**src/rtl/chunked_seq_adder.sv**
```systemverilog
// chunked_seq_adder: width-bit a+b+cin over a chunk-bit adder, one chunk per cycle, LSB first.
module chunked_seq_adder #(
    parameter int width = 32,
    parameter int chunk = 8
) (
    input  logic             clock,
    input  logic             reset,
    input  logic             in_valid,
    output logic             in_ready,
    input  logic [width-1:0] a,
    input  logic [width-1:0] b,
    input  logic             cin,
    output logic             out_valid,
    input  logic             out_ready,
    output logic [width-1:0] s,
    output logic             cout
);
    localparam int n  = width / chunk;
    localparam int cw = (n > 1) ? $clog2(n) : 1;

    if (chunk < 1 || chunk > width || width % chunk != 0) begin : g_bad_param
        $error("chunked_seq_adder: width must be a positive multiple of chunk");
    end

    typedef enum logic [1:0] {IDLE, RUN, DONE} state_t;

    state_t            state_q, state_d;
    logic [cw-1:0]     cnt_q, cnt_d;
    logic              carry_q, carry_d;
    logic [width-1:0]  a_q, a_d, b_q, b_d, s_q, s_d;
    logic              cout_q, cout_d;
    logic [chunk:0]    sum;

    assign in_ready  = state_q == IDLE;
    assign out_valid = state_q == DONE;
    assign s         = s_q;
    assign cout      = cout_q;

    // Carry is extracted from the full chunk+1 bit sum before anything is truncated.
    assign sum = {1'b0, a_q[chunk-1:0]} + {1'b0, b_q[chunk-1:0]} + (chunk+1)'(carry_q);

    always_comb begin
        state_d = state_q;
        cnt_d   = cnt_q;
        carry_d = carry_q;
        a_d     = a_q;
        b_d     = b_q;
        s_d     = s_q;
        cout_d  = cout_q;
        case (state_q)
            IDLE: if (in_valid) begin
                a_d     = a;
                b_d     = b;
                carry_d = cin;
                cnt_d   = '0;
                state_d = RUN;
            end
            RUN: begin
                s_d     = (s_q >> chunk) | (width'(sum[chunk-1:0]) << (width - chunk));
                carry_d = sum[chunk];
                a_d     = a_q >> chunk;
                b_d     = b_q >> chunk;
                if (cnt_q == cw'(n - 1)) begin
                    cout_d  = sum[chunk];
                    state_d = DONE;
                end else begin
                    cnt_d = cnt_q + cw'(1);
                end
            end
            DONE: state_d = out_ready ? IDLE : DONE;
            default: state_d = IDLE;
        endcase
    end

    always_ff @(posedge clock) begin
        if (!reset) begin
            state_q <= IDLE;
            cnt_q   <= '0;
            carry_q <= 1'b0;
            a_q     <= '0;
            b_q     <= '0;
            s_q     <= '0;
            cout_q  <= 1'b0;
        end else begin
            state_q <= state_d;
            cnt_q   <= cnt_d;
            carry_q <= carry_d;
            a_q     <= a_d;
            b_q     <= b_d;
            s_q     <= s_d;
            cout_q  <= cout_d;
        end
    end
endmodule

```
**config.mk**
```make
export PLATFORM = sky130hd
export DESIGN_NAME = chunked_seq_adder
export DESIGN_NICKNAME = d
export VERILOG_FILES = /design/src/rtl/chunked_seq_adder.sv
export SDC_FILE = /design/constraint.sdc
export NUM_CORES = 1
export LEC_CHECK = 0
export BUFFER_PORTS_ARGS = -buffer_cell sky130_fd_sc_hd__buf_4
export CORE_MARGIN = 1.5
export CORE_UTILIZATION = 37
export CTS_CLUSTER_DIAMETER = 40
export CTS_CLUSTER_SIZE = 14
export DETAILED_ROUTE_END_ITERATION = 8
export SLEW_MARGIN = 10
export SYNTH_ARGS = -nofsm -noshare
export SYNTH_HDL_FRONTEND = slang
export SYNTH_SLANG_ARGS = --single-unit
```
**constraint.sdc**
```tcl
create_clock -name clock -period 3 [get_ports clock]
set_input_delay 0.15 -clock clock [delete_from_list [all_inputs] [get_ports clock]]
set_output_delay 0.15 -clock clock [all_outputs]
set_load 0.02 [all_outputs]
```
# --- After elaboration in Yosys (flattened, before gate mapping) ---
# Cells that the tools add are included.
# W data, S select, Z words.
totals:
  ff_bits: 102
  latchBits: 0
  mem_bits_rw: 0
  rom_bits: 0
  out_inout_bits: 35
  word_cells: 36
  mem_count: 0
classes:
  addsub: 3
  n_mul: 0
  div: 0
  order_cmp: 0
  n_eq_ne: 6
  shifts: 0
  muxes: 13
  bitwise: 1
  reduce_logical: 6
op_table:
  columns: ["cell", "count"]
  rows:
  - ["$pmux W32 S2", 2]
  - ["$mux W32", 2]
  - ["$or A24 B32 Y32", 1]
  - ["$mux W2", 5]
  - ["$add A8 B8 Y9", 1]
  - ["$add A9 B1 Y9", 1]
  - ["$ne A2 B2 Y1 const B", 3]
  - ["$pmux W2 S3", 1]
  - ["$reduce_and A2 Y1", 3]
  - ["$eq A2 B2 Y1 const B", 2]
  - ["$pmux W2 S2", 1]
  - ["$reduce_and A3 Y1", 1]
  - ["$add A2 B1 Y2 const B", 1]
  - ["$eq A2 B1 Y1 const B", 1]
  - ["$logic_not A2 Y1", 1]
  - ["$pmux W1 S2", 1]
  - ["$reduce_bool A2 Y1", 1]
  - ["$mux W1", 1]

# --- Depth between registers and ports, before layout ---
# Gate-level depths: netlist of the first run.
depth:
  word_depth: 3
  depth_mapped: 8
  ltp_nobuf: 8

# --- Least setup slack after synthesis of the first run ---
# OpenSTA, ideal clock, no wires.
synth_timing:
  path_type: "reg2reg"
  from: "register carry_q"
  to: "register carry_q"
  setup_ps: 125
  t_arrival_ps: 1725
  required_ps: 2875
  slack_ps: 1150
  path_stages_with_launch: 9
  n_path_buf: 0
  synth_period_minus_slack_ps: 1850
  cell_sequence: "dfxtp_1 fa_1 inv_1 fa_1 and2b_1 nor3_1 o21ai_0 a31oi_1 o21ai_0"
synth_via:
  elab_chain_cells: 2
synth_rtl:
  columns: ["item", "line_no", "text"]
  rows:
  - ["start, declared", "29", "logic carry_q, carry_d;"]
  - ["start signal, assigned", "87", "carry_q <= carry_d;"]
  - ["$add A9 B1 Y9", "40", "assign sum = {1'b0, a_q[chunk-1:0]} + {1'b0, b_q[chunk-1:0]} + (chunk+1)'(carry_q);"]
  - ["$pmux W1 S2", "50", "case (state_q)"]
# Every way passes these cells.
# A chain may end at the register's enable or synchronous reset.

# --- Final worst setup path of the first run ---
# Same ends and word-level chain as after synthesis.

==> results of run 1 <==
state kept, by name, indices dropped and copies added (netlist names):
name and cells:
a_q 32, cnt_q 2, carry_q 1, cout 1, b_q 32, state_q 2
s 32
final timing paths:
| path | from | endpoint | slack, ns | depth (start not counted) |
|---|---|---|---|---|
| max reg2reg | carry_q | carry_q | 0.92 | 8 |
| max | carry_q | carry_q | 0.92 | 8 |
| min reg2reg | s[1] | s[1] | 0.47 | 2 |
| min | b[27] | b_q[27] | 0.07 | 3 |
critical path, cell delays in order (launching register included):
cell     delay (ns)
dfxtp_1        0.33
fa_1           0.47
inv_1          0.10
fa_1           0.20
and2b_1        0.21
nor3_1         0.12
o21ai_0        0.17
a31oi_1        0.26
o21ai_0        0.12
layer usage:
layer	global-route usage (%)	routed length, um
met5	0	0
met4	7.642	265
met2	27.80	5164
met3	3.556	472
met1	23.05	5431
cells in the mapped netlist, drive strengths merged (2+ instances only):
| cell type | count | area share [%] |
|---|---|---|
| dfxtp | 102 | 43 |
| nor2b | 69 | 9.2 |
| nand2 | 57 | 4.5 |
| nor2 | 57 | 4.5 |
| a21oi | 53 | 5.6 |
| o221a | 48 | 11 |
| buf | 33 | 3.3 |
| a21boi | 28 | 4.5 |
| a22oi | 18 | 2.9 |
| clkbuf | 17 | 1.4 |
| o21ai | 9 | 0.96 |
| ha | 8 | 2.1 |
| nand3 | 6 | 0.64 |
| inv | 4 | 0.32 |
| o211ai | 4 | 0.64 |
| a211oi | 2 | 0.32 |
| a21o | 2 | 0.32 |
| a31oi | 2 | 0.27 |
| fa | 2 | 0.85 |
| nand2b | 2 | 0.27 |
| xnor2 | 2 | 0.37 |
through the flow:
stage               util [%]  cell area, sq um  setup slack (ns)  instances  hold WS, ns
finish                 46.46              5816            0.9152        787      0.07277
global route           46.46              5816            0.7178        787      0.08144
CTS                    46.46              5816            0.8879        787      0.06360
detailed placement     44.31              5547            0.9220        771       0.4295
global placement       44.31              5547             1.011        771       0.4233
floorplan                  -              4707             1.150        538       0.3333
layout make-up:
cell class,instances,area [sq um]
fill,1276,6701
tap,172,215.2
clock inverter,4,22.52
timing repair buffer,111,833.3
clock buffer,12,246.5
multi-input combinational,382,2439
inverter,4,15.01
sequential,102,2044
power by group:
group          internal (mW)  switching (mW)
Sequential              1.44          0.0569
Clock                  0.582           0.500
Combinational          0.254           0.251
kinds of logic (layout without fill, tap and decap cells):
kind of cell / Yosys count / after routing / synth area share (%)
AND/OR/NAND/NOR: 200 / 200 / 20.49
XOR/XNOR: 2 / 2 / 0.3722
buffers and inverters: 54 / 131 / 5.024
AO/OA/AOI/OAI: 169 / 169 / 27.51
multiplexers: 1 / 1 / 0.2392
flip-flops: 102 / 102 / 43.38
adder cells (fa/ha/maj): 10 / 10 / 2.977
==> PnR_summary.wiki, run 1 <==
{| class="wikitable"
! Metric !! Value
|-
| Number of nets with antenna violations after routing || 0
|-
| Post-synthesis cell type count || 37
|-
| Transition time at the pin with the least slew margin || 0.9703 ns
|-
| Final critical path time including I/O delays and setup || 2.085 ns
|-
| Floorplan core area || 0.01252 sq mm
|-
| CTS H-Tree Depth || 3
|-
| Portion of the post-synthesis area used by sequential elements || 43.38%
|-
| Pins over their slew limit || 0
|-
| Prevailing post-synth register cell || dfxtp_1
|-
| Largest vdd supply drop || 239.7 uV
|-
| Overall via count from detail_route || 3980
|-
| Sum of overflow across all layers after global routing || 0
|-
| Growth of design area from synthesis to finish || 23.55%
|-
| Part of the cycle the worst path needs || 69.49%
|-
| Cells after Synth || 538
|-
| Number of buffers inserted by hold repair at cts || 0
|-
| Element type at the critical path start || flop
|-
| Overall track demand over capacity in global routing || 17.49%
|-
| Largest net degree at the start of global routing || 108
|-
| Via density per instance || 5.057
|-
| Clock edge transition at the registers on the reported setup and hold paths || 0.07 ns
|-
| Post-synthesis area per instance || 8.749 sq um
|-
| Residual DRC || 0
|-
| Global-route wire length before repair || 18.73 mm
|-
| Highest clock rate || 479.7 MHz
|-
| Total length of routed wires || 11.33 mm
|-
| Post-synthesis net count || 617
|-
| Share of cells above drive strength 1 || 27.64%
|-
| Initial antenna violation count || 0
|-
| Count of buffers inserted at the top-level ports || 103
|-
| Post-synthesis async set-or-reset flop share || 0%
|-
| Number of global-route vias before repair || 3851
|-
| Ant diodes || 0
|-
| Post-Route Setup TNS || 0 ns
|-
| Status || finished clean
|-
| Final Hold Fails || 0
|-
| Clk Tree Root Cell || clkbuf_16
|-
| Setup repair after global routing missed its margin || no
|-
| Insertion delay to the later sink of the worst-skew pair || 0.35 ns
|-
| Type of the worst min-delay path || primary input to flop
|-
| Nature of the critical path endpoint || flop
|-
| Chip Width || 115.8 um
|-
| Setup bufs post-CTS || 0
|-
| Max_cap viols || 0
|-
| Leakage dissipation || 2.394 nW
|-
| YS warnings || 0
|-
| Final layout net count || 689
|-
| Leading cell type in the layout, fill and taps excluded || buf_4
|-
| Number of design-rule violations left by the first detailed-router iteration || 237
|-
| Worst clock skew || 0.007298 ns
|-
| Initial Util || 37.60%
|-
| Count of flip-flops with a built-in enable after synthesis || 0
|-
| Number of clock sinks seen by CTS || 102
|-
| Most frequent cells in the layout || buf_4, dfxtp_1, nor2b_1, nand2_1, nor2_1
|-
| Number of resized instances in the post-cts repair step || 0
|-
| Count of state elements after synthesis || 102
|-
| Cts bufs inserted || 9
|-
| Io pins || 104
|-
| Routed WL per cell || 14.40 um
|-
| Total standard cell area after synthesis || 0.004707 sq mm
|-
| Iteration count of the initial detailed-routing pass || 4
|-
| Required time of the worst setup path || 3.23 ns
|-
| Endpoints failing setup || 0
|-
| Overall power of the completed layout || 3.086 mW
|-
| Cell row count || 41
|-
| Maximum buffer depth of the clock tree || 2
|-
| Die span in y || 115.8 um
|-
| Worst slew margin relative to its limit || 35.31%
|-
| Worst endpoint data arrival time || 2.31 ns
|-
| Die area || 0.01341 sq mm
|-
| DP HPWL || 7.634 mm
|-
| CP Max Fanout || 3
|-
| Category of the most critical setup path || flop to flop
|-
| TritonCTS clock tree || done
|-
| PwrDens || 530.7 mW/mm^2
|-
| Weighted congestion at the end of routability-driven global placement || 0.7953
|}
(Power assumes the default switching activity.)
==> run 2, diff against run 1 <==
Clock period 3 ns to 1.75 ns, I/O delays scaled along.
==> run 2 against run 1 <==
Against the previous run:
- the run now ends with negative setup slack left
- clock skew decreased by 0.0035 ns
- core utilization increased by 1.7 points
- sequential cell count is the same
- worst setup slack lost 1.0 ns
- die area unchanged
- register-to-register slack lost 1.0 ns
- non-clock buffer count up 15
- wire length grew 1.8%
- final cell count is 1.9% higher
- critical endpoint is now s[27]
- largest cell class unchanged
- highest routed layer unchanged
==> PnR_summary.wiki, run 2 (synthesized netlist as in run 1, its figures left out) <==
{| class="wikitable"
! Metric !! Value
|-
| Die area || 0.01341 sq mm
|-
| Category of the most critical setup path || flop to flop
|-
| Ant diodes || 0
|-
| Floorplan core area || 0.01252 sq mm
|-
| Setup repair after global routing missed its margin || yes
|-
| Leakage dissipation || 2.489 nW
|-
| Reg2Reg Launch Point || a_q[0]
|-
| PwrDens || 914.6 mW/mm^2
|-
| Final layout net count || 704
|-
| Highest-delay cell along the critical path || fa_2
|-
| DP HPWL || 8.015 mm
|-
| Worst setup path startpoint || a_q[0]
|-
| Largest vdd supply drop || 553.4 uV
|-
| Part of the cycle the worst path needs || 107.1%
|-
| CTS H-Tree Depth || 3
|-
| Weighted congestion at the end of routability-driven global placement || 0.8306
|-
| Count of buffers inserted at the top-level ports || 103
|-
| Top cell by count, worst path || buf_4
|-
| Capturing point of the worst reg2reg path || s[27]
|-
| Leading cell type in the layout, fill and taps excluded || buf_4
|-
| Fillcell total || 1268
|-
| Initial Util || 37.60%
|-
| Clk Tree Root Cell || clkbuf_16
|-
| Cts bufs inserted || 9
|-
| Total length of routed wires || 11.54 mm
|-
| Number of buffers inserted by hold repair at cts || 0
|-
| Overall power of the completed layout || 5.516 mW
|-
| Overall via count from detail_route || 4083
|-
| Pins over their slew limit || 0
|-
| Share of cells above drive strength 1 || 31.75%
|-
| Area taken by flip-flops and latches || 0.002047 sq mm
|-
| Failing checks || negative setup slack
|-
| Highest clock rate || 533.3 MHz
|-
| Maximum buffer depth of the clock tree || 2
|-
| Global-route wire length before repair || 19.09 mm
|-
| Max_cap viols || 0
|-
| Initial antenna violation count || 0
|-
| Crit path cell chain || fa_2 > buf_4 > buf_4 > a211oi_4 > nor2_2 > or3_1 > a21boi_1
|-
| Insertion delay to the later sink of the worst-skew pair || 0.34 ns
|-
| Cell row count || 41
|-
| Type of the worst min-delay path || primary input to flop
|-
| Number of clock sinks seen by CTS || 102
|-
| Nature of the critical path endpoint || flop
|-
| Final Hold Fails || 0
|-
| Footprint of the multi-input gates || 0.002480 sq mm
|-
| Transition time at the pin with the least slew margin || 0.4837 ns
|-
| Status || complete, but fails checks
|-
| Critical Path Max Stage Delay || 0.40 ns
|-
| Worst setup timing slack at the placement stage || -0.1143 ns
|-
| Die span in y || 115.8 um
|-
| # placed instances || 784
|-
| Worst clock skew || 0.003761 ns
|-
| Number of global-route vias before repair || 3856
|-
| Via density per instance || 5.091
|-
| Residual DRC || 0
|-
| Sum of overflow across all layers after global routing || 0
|-
| Routed WL per cell || 14.39 um
|-
| Worst slew margin relative to its limit || 67.76%
|-
| Growth of design area from synthesis to finish || 28.12%
|-
| Number of nets with antenna violations after routing || 0
|-
| Overall track demand over capacity in global routing || 17.88%
|-
| Post-Route Setup TNS || -0.5279 ns
|-
| Length in cells of the worst reg-to-reg path || 7
|-
| Clock edge transition at the registers on the reported setup and hold paths || 0.07 ns
|-
| Worst R2R Setup Slack || -0.13 ns
|-
| Required time of the worst setup path || 2.03 ns
|-
| Final standard cell count with taps included and fillers excluded || 802
|-
| Io pins || 104
|-
| Worst endpoint data arrival time || 2.15 ns
|-
| CP endpoint || s[27]
|-
| Element type at the critical path start || flop
|-
| Final critical path time including I/O delays and setup || 1.875 ns
|-
| Endpoints failing setup || 6
|-
| Minimum setup slack in the final design || -0.1250 ns
|-
| TritonCTS clock tree || done
|-
| Number of design-rule violations left by the first detailed-router iteration || 225
|-
| Iteration count of the initial detailed-routing pass || 4
|-
| Most frequent cells in the layout || buf_4, dfxtp_1, nor2b_1, nand2_1, nor2_1
|-
| Largest net degree at the start of global routing || 49
|-
| CP Max Fanout || 2
|-
| Chip Width || 115.8 um
|}
==> run 2: changes by cell type in the layout (fill, tap and decap cells not counted), moves of 3 or more <==
cell and change:
buf_4 +12, clkinvlp_4 +3, o21ai_0 -7, o21ai_1 +5
==> run 2: worst min path at each step <==
stage                from  endpoint  slack (ns)  cells past startpoint
floorplan           a[24]   a_q[24]        0.27                      2
global placement    b[26]   b_q[26]        0.36                      3
detailed placement  b[24]   b_q[24]        0.37                      3
CTS                 b[24]   b_q[24]       0.004                      3
global route        a[27]   a_q[27]        0.01                      3
finish              b[27]   b_q[27]        0.01                      3
==> run 2: layer usage <==
layer	vias to the layer above	track usage, %	wire, um
met1	1922	24.24	5494
met3	8	4.550	590
met5	-	0	0
met4	0	5.610	120
met2	82	28.00	5338
li1	2071	-	-
==> run 2: what timing repair did <==
item	in CTS	in global routing
buffers inserted	1	1
pin swaps	3	11
endpoints found under the setup margin	6	14
gates resized for setup	9	12
cloned	0	0
==> run 2: cell type report <==
cell class	count	share of cell area, %
well taps	172	3.568
repair buffers	126	16.16
clock inverters	7	1.224
multi-input cells	382	41.12
inverters	4	0.2490
clock buffers	9	3.734
flip-flops and latches	102	33.94
==> run 2: power by group <==
group | leakage [nW] | switching [mW] | internal [mW]
sequential | 0.840 | 0.0993 | 2.47
combinational | 1.52 | 0.454 | 0.479
clock | 0.134 | 0.901 | 1.11
total | 2.49 | 1.45 | 4.06
==> run 2: stage by stage <==
step	instance area [sq um]	utilization [%]	hold WS, ns
CTS	5983	47.80	0.003958
global placement	5672	45.31	0.3601
finish	6031	48.18	0.01236
floorplan	4710	-	0.2708
detailed placement	5672	45.31	0.3653
global route	6031	48.18	0.01469
==> run 2: worst max-delay path: cells and delay by family, from the launching register on <==
kind            cells  cell delay, ns
fa+ha+maj           1            0.40
flops               1            0.33
simple gates        2            0.39
compound gates      2            0.41
buf+inv             2            0.28
